**src/rtl/multicycle_sequencer.sv**
```systemverilog
// Control FSM for the multicycle RV32I datapath: FETCH/DECODE/EXECUTE/MEMORY/WRITEBACK,
// with memory ready handshakes, halt on SYSTEM or an illegal opcode, and a retired-instruction counter.
module multicycle_sequencer #(
  parameter int CNT_WIDTH       = 32,
  parameter bit HALT_ON_ILLEGAL = 1'b1
) (
  input  logic                 clk,
  input  logic                 rstb,
  input  logic                 run,
  input  logic [6:0]           opcode,
  input  logic [2:0]           funct3,
  input  logic                 imem_ready,
  input  logic                 dmem_ready,
  output logic                 pc_wr_ena,
  output logic                 ir_wr_ena,
  output logic                 reg_wr_ena,
  output logic                 dmem_rd_ena,
  output logic                 dmem_wr_ena,
  output logic                 alu_src_a_sel,
  output logic [1:0]           alu_src_b_sel,
  output logic                 alu_override,
  output logic                 reg_wr_src_sel,
  output logic [2:0]           state,
  output logic                 halted,
  output logic                 illegal_instr,
  output logic [CNT_WIDTH-1:0] retired_count
);

  typedef enum logic [2:0] {
    S_IDLE      = 3'd0,
    S_FETCH     = 3'd1,
    S_DECODE    = 3'd2,
    S_EXECUTE   = 3'd3,
    S_MEMORY    = 3'd4,
    S_WRITEBACK = 3'd5,
    S_HALT      = 3'd6,
    S_BAD       = 3'd7
  } state_t;

  localparam logic [6:0] OPC_OP     = 7'b0110011;
  localparam logic [6:0] OPC_OP_IMM = 7'b0010011;
  localparam logic [6:0] OPC_LOAD   = 7'b0000011;
  localparam logic [6:0] OPC_STORE  = 7'b0100011;
  localparam logic [6:0] OPC_LUI    = 7'b0110111;
  localparam logic [6:0] OPC_SYSTEM = 7'b1110011;
  localparam logic [CNT_WIDTH-1:0] CNT_ONE = {{(CNT_WIDTH-1){1'b0}}, 1'b1};

  state_t cur, nxt;
  logic   is_op, is_load, is_store, is_lui, is_system, is_legal;
  logic   retire, set_illegal;
  logic   ir_n, reg_n, rd_n, wr_n, a_n, ovr_n, src_n, halt_n;
  logic [1:0] b_n;

  // funct3 only selects load/store width in the datapath
  logic unused_funct3;
  assign unused_funct3 = ^funct3;

  assign is_op     = (opcode == OPC_OP);
  assign is_load   = (opcode == OPC_LOAD);
  assign is_store  = (opcode == OPC_STORE);
  assign is_lui    = (opcode == OPC_LUI);
  assign is_system = (opcode == OPC_SYSTEM);
  assign is_legal  = is_op | is_load | is_store | is_lui | is_system | (opcode == OPC_OP_IMM);

  always_comb begin
    nxt         = cur;
    retire      = 1'b0;
    set_illegal = 1'b0;
    case (cur)
      S_IDLE:    if (run) nxt = S_FETCH;
      S_FETCH:   if (imem_ready) nxt = S_DECODE;
      S_DECODE: begin
        if (is_system) begin
          nxt = S_HALT;
        end else if (!is_legal) begin
          if (HALT_ON_ILLEGAL) begin
            nxt         = S_HALT;
            set_illegal = 1'b1;
          end else begin
            nxt    = S_FETCH;
            retire = 1'b1;
          end
        end else begin
          nxt = S_EXECUTE;
        end
      end
      S_EXECUTE: nxt = (is_load || is_store) ? S_MEMORY : S_WRITEBACK;
      S_MEMORY: begin
        if (dmem_ready) begin
          nxt    = is_load ? S_WRITEBACK : S_FETCH;
          retire = !is_load;
        end
      end
      S_WRITEBACK: begin
        nxt    = S_FETCH;
        retire = 1'b1;
      end
      S_HALT:    nxt = S_HALT;
      default:   nxt = S_IDLE;
    endcase
  end

  // Outputs are decoded from the next state; the IR is already stable when
  // entering EXECUTE/MEMORY/WRITEBACK, so the current opcode is the right one.
  always_comb begin
    ir_n   = 1'b0;
    reg_n  = 1'b0;
    rd_n   = 1'b0;
    wr_n   = 1'b0;
    a_n    = 1'b0;
    b_n    = 2'b00;
    ovr_n  = 1'b0;
    src_n  = 1'b0;
    halt_n = 1'b0;
    case (nxt)
      S_FETCH: begin
        ir_n  = 1'b1;
        b_n   = 2'b01;
        ovr_n = 1'b1;
      end
      S_EXECUTE: begin
        a_n   = 1'b1;
        b_n   = is_op ? 2'b00 : 2'b10;
        ovr_n = is_load | is_store | is_lui;
      end
      S_MEMORY: begin
        rd_n = is_load;
        wr_n = is_store;
      end
      S_WRITEBACK: begin
        reg_n = 1'b1;
        src_n = !is_load;
      end
      S_HALT:  halt_n = 1'b1;
      default: ;
    endcase
  end

  always_ff @(posedge clk) begin
    if (!rstb) begin
      cur            <= S_IDLE;
      ir_wr_ena      <= 1'b0;
      reg_wr_ena     <= 1'b0;
      dmem_rd_ena    <= 1'b0;
      dmem_wr_ena    <= 1'b0;
      alu_src_a_sel  <= 1'b0;
      alu_src_b_sel  <= 2'b00;
      alu_override   <= 1'b0;
      reg_wr_src_sel <= 1'b0;
      halted         <= 1'b0;
      illegal_instr  <= 1'b0;
      retired_count  <= '0;
    end else begin
      cur            <= nxt;
      ir_wr_ena      <= ir_n;
      reg_wr_ena     <= reg_n;
      dmem_rd_ena    <= rd_n;
      dmem_wr_ena    <= wr_n;
      alu_src_a_sel  <= a_n;
      alu_src_b_sel  <= b_n;
      alu_override   <= ovr_n;
      reg_wr_src_sel <= src_n;
      halted         <= halt_n;
      if (set_illegal) illegal_instr <= 1'b1;
      if (retire) retired_count <= retired_count + CNT_ONE;
    end
  end

  // PC+4 is written in the same cycle the instruction word arrives
  assign pc_wr_ena = (cur == S_FETCH) && imem_ready;
  assign state     = cur;

endmodule
```
**config.mk**
```make
export PLATFORM = sky130hd
export DESIGN_NAME = multicycle_sequencer
export DESIGN_NICKNAME = d
export VERILOG_FILES = /design/src/rtl/multicycle_sequencer.sv
export SDC_FILE = /design/constraint.sdc
export NUM_CORES = 1
export LEC_CHECK = 0
export BUFFER_PORTS_ARGS = -buffer_cell sky130_fd_sc_hd__buf_2
export CORE_MARGIN = 3
export CORE_UTILIZATION = 46
export CTS_CLUSTER_SIZE = 30
export DETAILED_ROUTE_END_ITERATION = 10
export GPL_ROUTABILITY_DRIVEN = 0
export PLACE_DENSITY = 0.75
export SYNTH_ARGS = -nofsm -noshare
export SYNTH_HDL_FRONTEND = slang
export SYNTH_SLANG_ARGS = --single-unit
export TNS_END_PERCENT = 100
```
**constraint.sdc**
```tcl
create_clock -name clk -period 1.6 [get_ports clk]
set_input_delay 0.16 -clock clk [delete_from_list [all_inputs] [get_ports clk]]
set_output_delay 0.16 -clock clk [all_outputs]
set_load 0.05 [all_outputs]
```
==> run_results.csv, run 1 <==
group,metric,value,unit
floorplan,core_area,4470,µm²
yosys,yosys_warnings,0,
global_route,grt_pass1_vias,2256,
clock_network,cts_tree,"yes",
timing,worstMarginPinSlew,0.434,ns
yosys,synth-main-ff-cell,"dfxtp_1",
yosys,async_flop_share,0,%
finish,nets,405,
timing,rsz0062_at_grt,"yes",
drt,vias,2469,
timing,slew_violations,0,
drt,ant_nets,0,
yosys,synth.top_cells.by_area,"dfxtp_1, nor2_1, mux2i_1",
global_route,grt_max_degree,15,
finish,seqCellArea,998,µm²
setup_path,worst-setup-path-type,"reg -> reg",
timing,fmax,592,MHz
pwr,power_density,660,nW/µm²
pwr,p_leak,1.61,nW
hold_path,hold_start,"opcode[5]",
setup_path,rr_endpoint,"retired_count[18]",
clock_network,clock_path_buffers,2,
global_route,track_usage,23.8,%
yosys,ys_ff_latch,46,
clock_network,cts_buffers,5,
yosys,syn-cell-area,2180,µm²
timing,post-route-min-period,1.69,ns
finish,num_antenna_cells,0,
placement,portBuffers,58,
timing,maxSlewHeadroom,70.6,%
drt,wl_per_cell,16.7,µm
yosys,yosysTopAreaCellShare,42.2,%
global_route,grt_use_met1,30.4,%
flow_run,max_cap_violations,0,
yosys,syn_nets,267,
finish,multi_input_area,1470,µm²
setup_path,crit_arrival,1.87,ns
timing,hold_viol,0,
finish,fin_util,81.1,%
hold_path,hold_depth,2,
pwr,seqPwrFrac,48.0,%
setup_path,r2r_cells,6,
global_route,grt_overflow_total,0,
clock_network,clk-insertion-delay-late,0.31,ns
floorplan,start_util,48.8,%
timing,setup_viol,16,
drt,drc,0,
drt,drt_iter0_drc,277,
clock_network,htreeDepth,2,
setup_path,r2r_start,"state[0]",
finish,area_delta_synth_final,66.2,%
yosys,synth_edf_count,0,
hold_path,min_to,"reg_wr_src_sel",
timing,post-route-period-util,106,%
placement,hpwlAfterDp,4.68,mm
pwr,intPower,1.75,mW
yosys,ys_types,45,
finish,top_register,"retired_count",
drt,first_pass_iters,4,
yosys,seq_area_frac_synth,42.2,%
hold_path,hp-class,"in -> reg",
floorplan,fp.dieH,74.9,µm
global_route,antenna_found_initial,0,
drt,viasPerCell,5.59,
status,status,"finished, violations left",
floorplan,io_pins,62,
floorplan,die-area,5610,µm²
global_route,grt-busiest-layer,"met2",
finish,largest_register_ffs,32,
pwr,swShare,27.1,%
setup_path,cp-start-kind,"register",
yosys,avgSynthCellArea,8.70,µm²
floorplan,die_w,74.9,µm
setup_path,required,1.78,ns
timing,finClkSkew,0.0110,ns
clock_network,cts_num_sinks,46,
pwr,p_comb_share,15.5,%
yosys,netlist_instances,251,
yosys,yosys.area.top_type,"dfxtp_1",
clock_network,path_clk_slew,0.09,ns
status,violations,"setup timing",
global_route,grtUsageMet3,4.67,%
setup_path,r2r_slack,-0.09,ns
setup_path,critPathCaptureType,"register",
global_route,grt_pass1_wl,10.5,mm
pwr,pwr-share-clk,36.5,%
finish,drive_gt1_share,55.9,%
finish,nFillCells,262,
setup_path,worstPathMaxFanout,6,
floorplan,fp-row-count,24,
drt,wl,7.39,mm
pwr,p_sw,0.649,mW
timing,fin_ws,-0.0885,ns
clock_network,clock_tree.root_cell,"clkbuf_8",
global_route,gr-usage-met2,41.1,%
pwr,power,2.39,mW
pwr,peakVddDrop,0.472,mV
through the flow:
stage | TNS (ns) | setup WS, ns | hold WS, ns | std cells | area (µm²)
2_1_floorplan | -2.97 | -0.201 | 0.287 | 251 | 2370
3_3_place_gp | -4.23 | -0.232 | 0.453 | 419 | 3170
3_5_place_dp | -5.92 | -0.336 | 0.464 | 419 | 3170
4_1_cts | -0.373 | -0.0826 | 0.159 | 434 | 3380
5_1_grt | -2.17 | -0.184 | 0.199 | 442 | 3630
6_report | -0.649 | -0.0885 | 0.177 | 442 | 3630
layout make-up:
cell class | instances | area share, %
multi-input combinational | 189 | 40.6
sequential | 46 | 27.5
timing repair buffer | 140 | 26.4
clock buffer | 5 | 1.90
tap | 52 | 1.79
clock inverter | 3 | 1.10
inverter | 7 | 0.724
layer usage:
layer | wire [µm] | vias to the layer above
met1 | 3020 | 1164
met4 | 141 | 0
met5 | 0 | -
met2 | 3810 | 111
met3 | 417 | 17
li1 | - | 1177
cell usage in the layout, fill, tap and decap left out, types with 3 or more instances in the layout:
cell	netlist	final
buf_2	2	55
or3_1	6	5
nand2b_1	12	10
buf_6	0	10
nand2_1	24	23
dfxtp_4	0	18
a21oi_2	0	4
and4_1	3	3
and3_1	4	4
clkbuf_8	0	5
xor2_1	5	5
dfxtp_1	46	20
xnor2_1	10	9
inv_1	7	7
nand3_1	10	6
nor2_1	29	27
dfxtp_2	0	8
mux2i_1	9	9
nor3_2	1	3
nor4_4	1	3
buf_4	1	74
nor3_4	0	3
a21oi_1	12	8
nand4_1	10	10
o21ai_0	8	6
nor4_2	0	3
nor4_1	9	4
synth_stat cells (2+ instances only):
library cell and number:
nor3_1 7, and3_1 4, and4_1 3, nand2b_1 12, o31a_1 2, nand2_1 24
nor2_1 29, nand4_1 10, xnor2_1 10, dfxtp_1 46, or3b_2 2, o21ai_0 8
buf_2 2, inv_1 7, nand3_1 10, clkbuf_1 6, mux2i_1 9, xor2_1 5
nor4bb_1 2, o311ai_0 2, or3_1 6, nor4_1 9, or4_1 2, nor2b_1 2
a21oi_1 12
what timing repair did:
item	in CTS	in global routing
setup endpoints to repair	23	28
pin swaps	12	19
hold buffers	0	0
buffers inserted	7	8
resized for setup	10	38
worst max-delay path by stage:
stage,end,start
after floorplan,retired_count[19],retired_count[2]
after global placement,retired_count[11],opcode[2]
after detailed placement,reg_wr_src_sel,opcode[2]
after CTS,retired_count[19],retired_count[5]
after global routing,retired_count[25],retired_count[17]
final,retired_count[18],state[0]
worst max-delay path: stages (launching register included):
cell and delay [ns]:
dfxtp_4 0.38, nor2_1 0.09, or3b_4 0.47, buf_6 0.16, nor4_4 0.27, xnor2_1 0.15
nor2_1 0.06
power by group through the flow:
stage / sequential [mW] / clock, mW / combinational, mW
after floorplan: 1.25 / 0 / 0.127
after global placement: 1.18 / 0 / 0.316
after detailed placement: 1.18 / 0 / 0.321
after CTS: 1.15 / 0.874 / 0.332
after global routing: 1.15 / 0.921 / 0.392
final: 1.15 / 0.874 / 0.371
cell families (layout without fill, tap and decap cells):
group,Yosys count,after routing,synth area share [%]
compound gates,29,29,8.53
xor+xnor,15,15,6.01
fa+ha+maj,1,1,0.573
buf+inv,16,155,3.04
flops,46,46,42.2
mux,9,9,4.12
simple gates,135,135,35.6
Power figures use the tool's default switching activity.
==> run 2, diff against run 1 <==
Settings changed: CORE_UTILIZATION 46 to 35, PLACE_DENSITY 0.75 to not set.
==> run 2 against run 1 <==
The run still ends with setup timing left. Register-to-register slack got worse by 0.08 ns. Sequential power about the same. Worst hold slack worse by 0.0033 ns. Final area increased by 3.4%. Sequential share of layout area fell by 1.0 points. Fmax decreased by 4.4%.
==> run_results.csv, run 2 (same netlist as run 1, synthesis figures left out) <==
group,metric,value,unit
status,status,"finished, violations left",
status,violations,"setup timing",
floorplan,fp-row-count,28,
timing,rsz0062_at_grt,"yes",
global_route,track_usage,18.3,%
timing,finClkSkew,0.0118,ns
setup_path,worstPathMaxFanout,5,
clock_network,htreeDepth,2,
floorplan,io_pins,62,
setup_path,r2r_start,"retired_count[12]",
floorplan,start_util,36.5,%
placement,place_ws,-0.301,ns
pwr,p_leak,1.67,nW
clock_network,clock_tree.root_cell,"clkbuf_8",
placement,portBuffers,58,
timing,setup_viol,13,
timing,fmax,566,MHz
pwr,power,2.42,mW
drt,drt_iter0_drc,102,
timing,post-route-min-period,1.77,ns
setup_path,r2r_slack,-0.17,ns
finish,nets,403,
drt,viasPerCell,5.11,
clock_network,cts_num_sinks,46,
floorplan,fp.dieH,85.0,µm
finish,largest_register_ffs,32,
floorplan,die_w,85.0,µm
hold_path,hp-class,"in -> reg",
timing,hold_viol,0,
clock_network,cts_tree,"yes",
setup_path,crit_arrival,2.00,ns
clock_network,clock_path_buffers,2,
setup_path,cp-start-kind,"register",
hold_path,hold_depth,2,
finish,mostFrequentLayoutCells,"buf_4, buf_2, nor2_1",
pwr,power_density,644,nW/µm²
timing,maxSlewHeadroom,68.1,%
drt,ant_nets,0,
setup_path,critPathCaptureType,"register",
setup_path,rr_endpoint,"retired_count[25]",
setup_path,r2r_cells,6,
hold_path,hold_start,"rstb",
drt,drc,0,
global_route,grt_pass1_wl,10.9,mm
global_route,grt_pass1_vias,2324,
global_route,antenna_found_initial,0,
drt,vias,2367,
setup_path,required,1.83,ns
setup_path,worst-setup-path-type,"reg -> reg",
clock_network,hold_buffers,0,
clock_network,cts_buffers,5,
drt,wl,6.90,mm
hold_path,min_to,"illegal_instr",
pwr,peakVddDrop,0.367,mV
floorplan,die-area,7230,µm²
clock_network,path_clk_slew,0.09,ns
finish,num_antenna_cells,0,
flow_run,max_cap_violations,0,
finish,area_delta_synth_final,71.8,%
timing,worstMarginPinSlew,0.478,ns
drt,first_pass_iters,4,
timing,post-route-period-util,110,%
timing,fin_ws,-0.166,ns
clock_network,clk-insertion-delay-late,0.31,ns
finish,final_common_cell,"buf_4",
timing,slew_violations,0,
finish,top_register,"retired_count",
timing,fin_setup_tns,-0.780,ns
placement,hpwlAfterDp,4.63,mm
global_route,grt_max_degree,25,
drt,wl_per_cell,14.9,µm
finish,drive_gt1_share,57.0,%
global_route,grt_overflow_total,0,
finish,nFillCells,532,
floorplan,core_area,5990,µm²
## run 2: cell count changes in the layout (fill, tap and decap cells not counted), sizes merged
cell / previous run / this run
buf: 140 / 138
## run 2: repair_timing
action,CTS,global route
gates cloned,0,1
buffers inserted,5,13
gates resized for setup,23,44
endpoints found under the setup margin,24,37
pin swaps,7,30
## run 2: worst max-delay path by stage
stage                     cells after the start  slack, ns              start                 to
after global routing                          6      -0.29  retired_count[12]  retired_count[25]
after CTS                                     6      -0.13  retired_count[12]  retired_count[25]
after floorplan                               4      -0.20   retired_count[2]  retired_count[19]
after detailed placement                      6      -0.30          opcode[2]  retired_count[11]
final                                         6      -0.17  retired_count[12]  retired_count[25]
after global placement                        7      -0.25          opcode[2]     reg_wr_src_sel
## run 2: report_power, final
part           total, mW  internal, mW  switching [mW]
Sequential          1.15          1.14          0.0116
Combinational      0.395         0.161           0.233
Clock              0.871         0.460           0.410
## run 2: cell type report
type                            instances  area [µm²]  share of cell area (%)
Clock buffer                            5        68.8                    1.83
Timing Repair Buffer                  138         971                    25.9
Tap cell                               75        93.8                    2.50
Clock inverter                          3        40.0                    1.07
Inverter                                7        26.3                   0.700
Multi-Input combinational cell        189        1560                    41.6
Sequential cell                        46         993                    26.5
## run 2: worst max-delay path, cell delays in order (launching register included)
cell,delay (ns)
dfxtp_4,0.35
nand4_1,0.13
buf_4,0.18
nor4_4,0.39
nand4_1,0.17
or3_1,0.33
a21oi_1,0.14
## run 2: through the flow
step | util, % | hold WS, ns | cells | area [µm²]
finish | 62.7 | 0.174 | 463 | 3750
global route | 62.7 | 0.189 | 463 | 3750
CTS | 57.4 | 0.135 | 451 | 3440
detailed placement | 53.0 | 0.456 | 439 | 3180
global placement | 53.0 | 0.448 | 439 | 3180
floorplan | - | 0.287 | 251 | 2370
## run 2: layer usage
| layer | track usage [%] | share of wire, % | routed length, µm |
|---|---|---|---|
| met1 | 23.4 | 42 | 2920 |
| met2 | 30.8 | 50 | 3480 |
| met3 | 4.08 | 5.7 | 390 |
| met4 | 5.18 | 1.6 | 109 |
| met5 | 0 | 0 | 0 |
==> run 3, diff against run 2 <==
Settings changed: RECOVER_POWER set to 25.
==> run 3 against run 2 <==
The flow still finishes with violations (setup timing). Worst hold slack worse by 0.00073 ns. Clock skew is 0.0019 ns lower. Total power fell by 0.25%. Setup slack better by 0.0020 ns. Sequential power hardly changed. Critical path type unchanged.
==> run_results.csv, run 3 (same netlist as run 1, synthesis figures left out) <==
group,metric,value,unit
status,status,"finished, violations left",
status,violations,"setup timing",
clock_network,cts_buffers,5,
finish,drive_gt1_share,52.8,%
pwr,power_density,646,nW/µm²
finish,top_register,"retired_count",
global_route,antenna_found_initial,0,
global_route,grt_overflow_total,0,
setup_path,cpLargestDelayFamily,"simple AND/OR/NAND/NOR gates",
drt,first_pass_iters,4,
placement,portBuffers,58,
setup_path,required,1.83,ns
pwr,seqPwrFrac,47.8,%
timing,post-route-period-util,110,%
floorplan,core_area,5990,µm²
clock_network,htreeDepth,2,
global_route,grt_pass1_vias,2324,
drt,viasPerCell,5.10,
timing,fin_setup_tns,-0.788,ns
finish,final_common_cell,"buf_4",
pwr,power,2.41,mW
pwr,intPower,1.76,mW
clock_network,cts_tree,"yes",
drt,wl,6.90,mm
pwr,pwr-share-clk,36.0,%
finish,nets,403,
drt,drc,0,
finish,area_delta_synth_final,70.9,%
drt,wl_met3,386,µm
clock_network,hold_buffers,0,
timing,worstMarginPinSlew,0.607,ns
timing,whs,0.173,ns
pwr,p_leak,1.60,nW
timing,fmax,567,MHz
timing,hold_viol,0,
setup_path,worstPathMaxFanout,5,
floorplan,die_w,85.0,µm
setup_path,cp_slowest_cell,"nor4_4",
floorplan,io_pins,62,
clock_network,clock_tree.root_cell,"clkbuf_8",
finish,num_antenna_cells,0,
pwr,peakVddDrop,0.367,mV
finish,stdcell_area,3730,µm²
finish,stdcell_count,463,
setup_path,path_cells,"nand4_1, buf_4, nor4_4, nand4_1, or3_1, a21oi_1",
setup_path,critPathCaptureType,"register",
setup_path,crit_arrival,2.00,ns
clock_network,path_clk_slew,0.09,ns
setup_path,cpMostUsedCell,"nand4_1",
drt,vias,2362,
placement,hpwlAfterDp,4.63,mm
floorplan,die-area,7230,µm²
finish,nFillCells,537,
drt,routed-wl-met2,3.47,mm
timing,maxSlewHeadroom,59.7,%
clock_network,cts_num_sinks,46,
clock_network,clk-insertion-delay-late,0.30,ns
timing,post-route-min-period,1.76,ns
timing,rsz0062_at_grt,"yes",
finish,mostFrequentLayoutCells,"buf_4, buf_2, nor2_1",
clock_network,clock_path_buffers,2,
global_route,grt_pass1_wl,10.9,mm
floorplan,fp.dieH,85.0,µm
timing,finClkSkew,0.00992,ns
timing,slew_violations,0,
setup_path,worst-setup-path-type,"reg -> reg",
timing,setup_viol,13,
pwr,p_comb_share,16.2,%
drt,met1_length,2.92,mm
placement,dp_cells,439,
flow_run,max_cap_violations,0,
setup_path,crit_buf_inv,1,
global_route,grt_max_degree,25,
pwr,p_sw,0.654,mW
pwr,swShare,27.1,%
floorplan,fp-row-count,28,
setup_path,cp-start-kind,"register",
global_route,track_usage,18.3,%
timing,fin_ws,-0.164,ns
drt,ant_nets,0,
drt,wl_per_cell,14.9,µm
finish,largest_register_ffs,32,
drt,drt_iter0_drc,98,
drt,highest_layer,"met4",
hold_path,hp-class,"in -> reg",
placement,placed_cell_area,3180,µm²
placement,place_ws,-0.301,ns
setup_path,slowest_delay,0.39,ns
finish,fin_util,62.3,%
floorplan,start_util,36.5,%
-- run 3: routing by layer --
metal	track usage, %	vias to the layer above
met5	0	-
met4	5.18	0
met3	4.08	12
met2	30.8	65
met1	23.4	1113
li1	-	1172
-- run 3: final timing paths --
| path | from | slack (ns) | cells past startpoint | end |
|---|---|---|---|---|
| setup reg to reg | retired_count[12] | -0.16 | 6 | retired_count[25] |
| hold / removal | rstb | 0.17 | 2 | illegal_instr |
| setup / recovery | retired_count[12] | -0.16 | 6 | retired_count[25] |
| hold reg to reg | retired_count[20] | 0.48 | 2 | retired_count[20] |
-- run 3: area by class of cell --
| type | instances | area, µm² | share of cell area (%) |
|---|---|---|---|
| Clock buffer | 5 | 68.8 | 1.84 |
| Clock inverter | 3 | 40.0 | 1.07 |
| Tap cell | 75 | 93.8 | 2.51 |
| Sequential cell | 46 | 993 | 26.6 |
| Multi-Input combinational cell | 189 | 1560 | 41.8 |
| Inverter | 7 | 26.3 | 0.704 |
| Timing Repair Buffer | 138 | 951 | 25.5 |
-- run 3: power by group through the flow --
stage                     Sequential (mW)  Clock, mW  Combinational [mW]
final                                1.15      0.868               0.391
after global routing                 1.16      0.951               0.414
after CTS                            1.15      0.880               0.336
after detailed placement             1.18          0               0.319
after global placement               1.18          0               0.316
after floorplan                      1.25          0               0.127
-- run 3: what timing repair did --
| action | 4_1_cts | 5_1_grt |
|---|---|---|
| pin swaps | 7 | 30 |
| hold endpoints to repair | 0 | 0 |
| setup buffers | 5 | 13 |
| gates resized for setup | 23 | 44 |
| setup endpoints to repair | 24 | 37 |
| cloned | 0 | 1 |
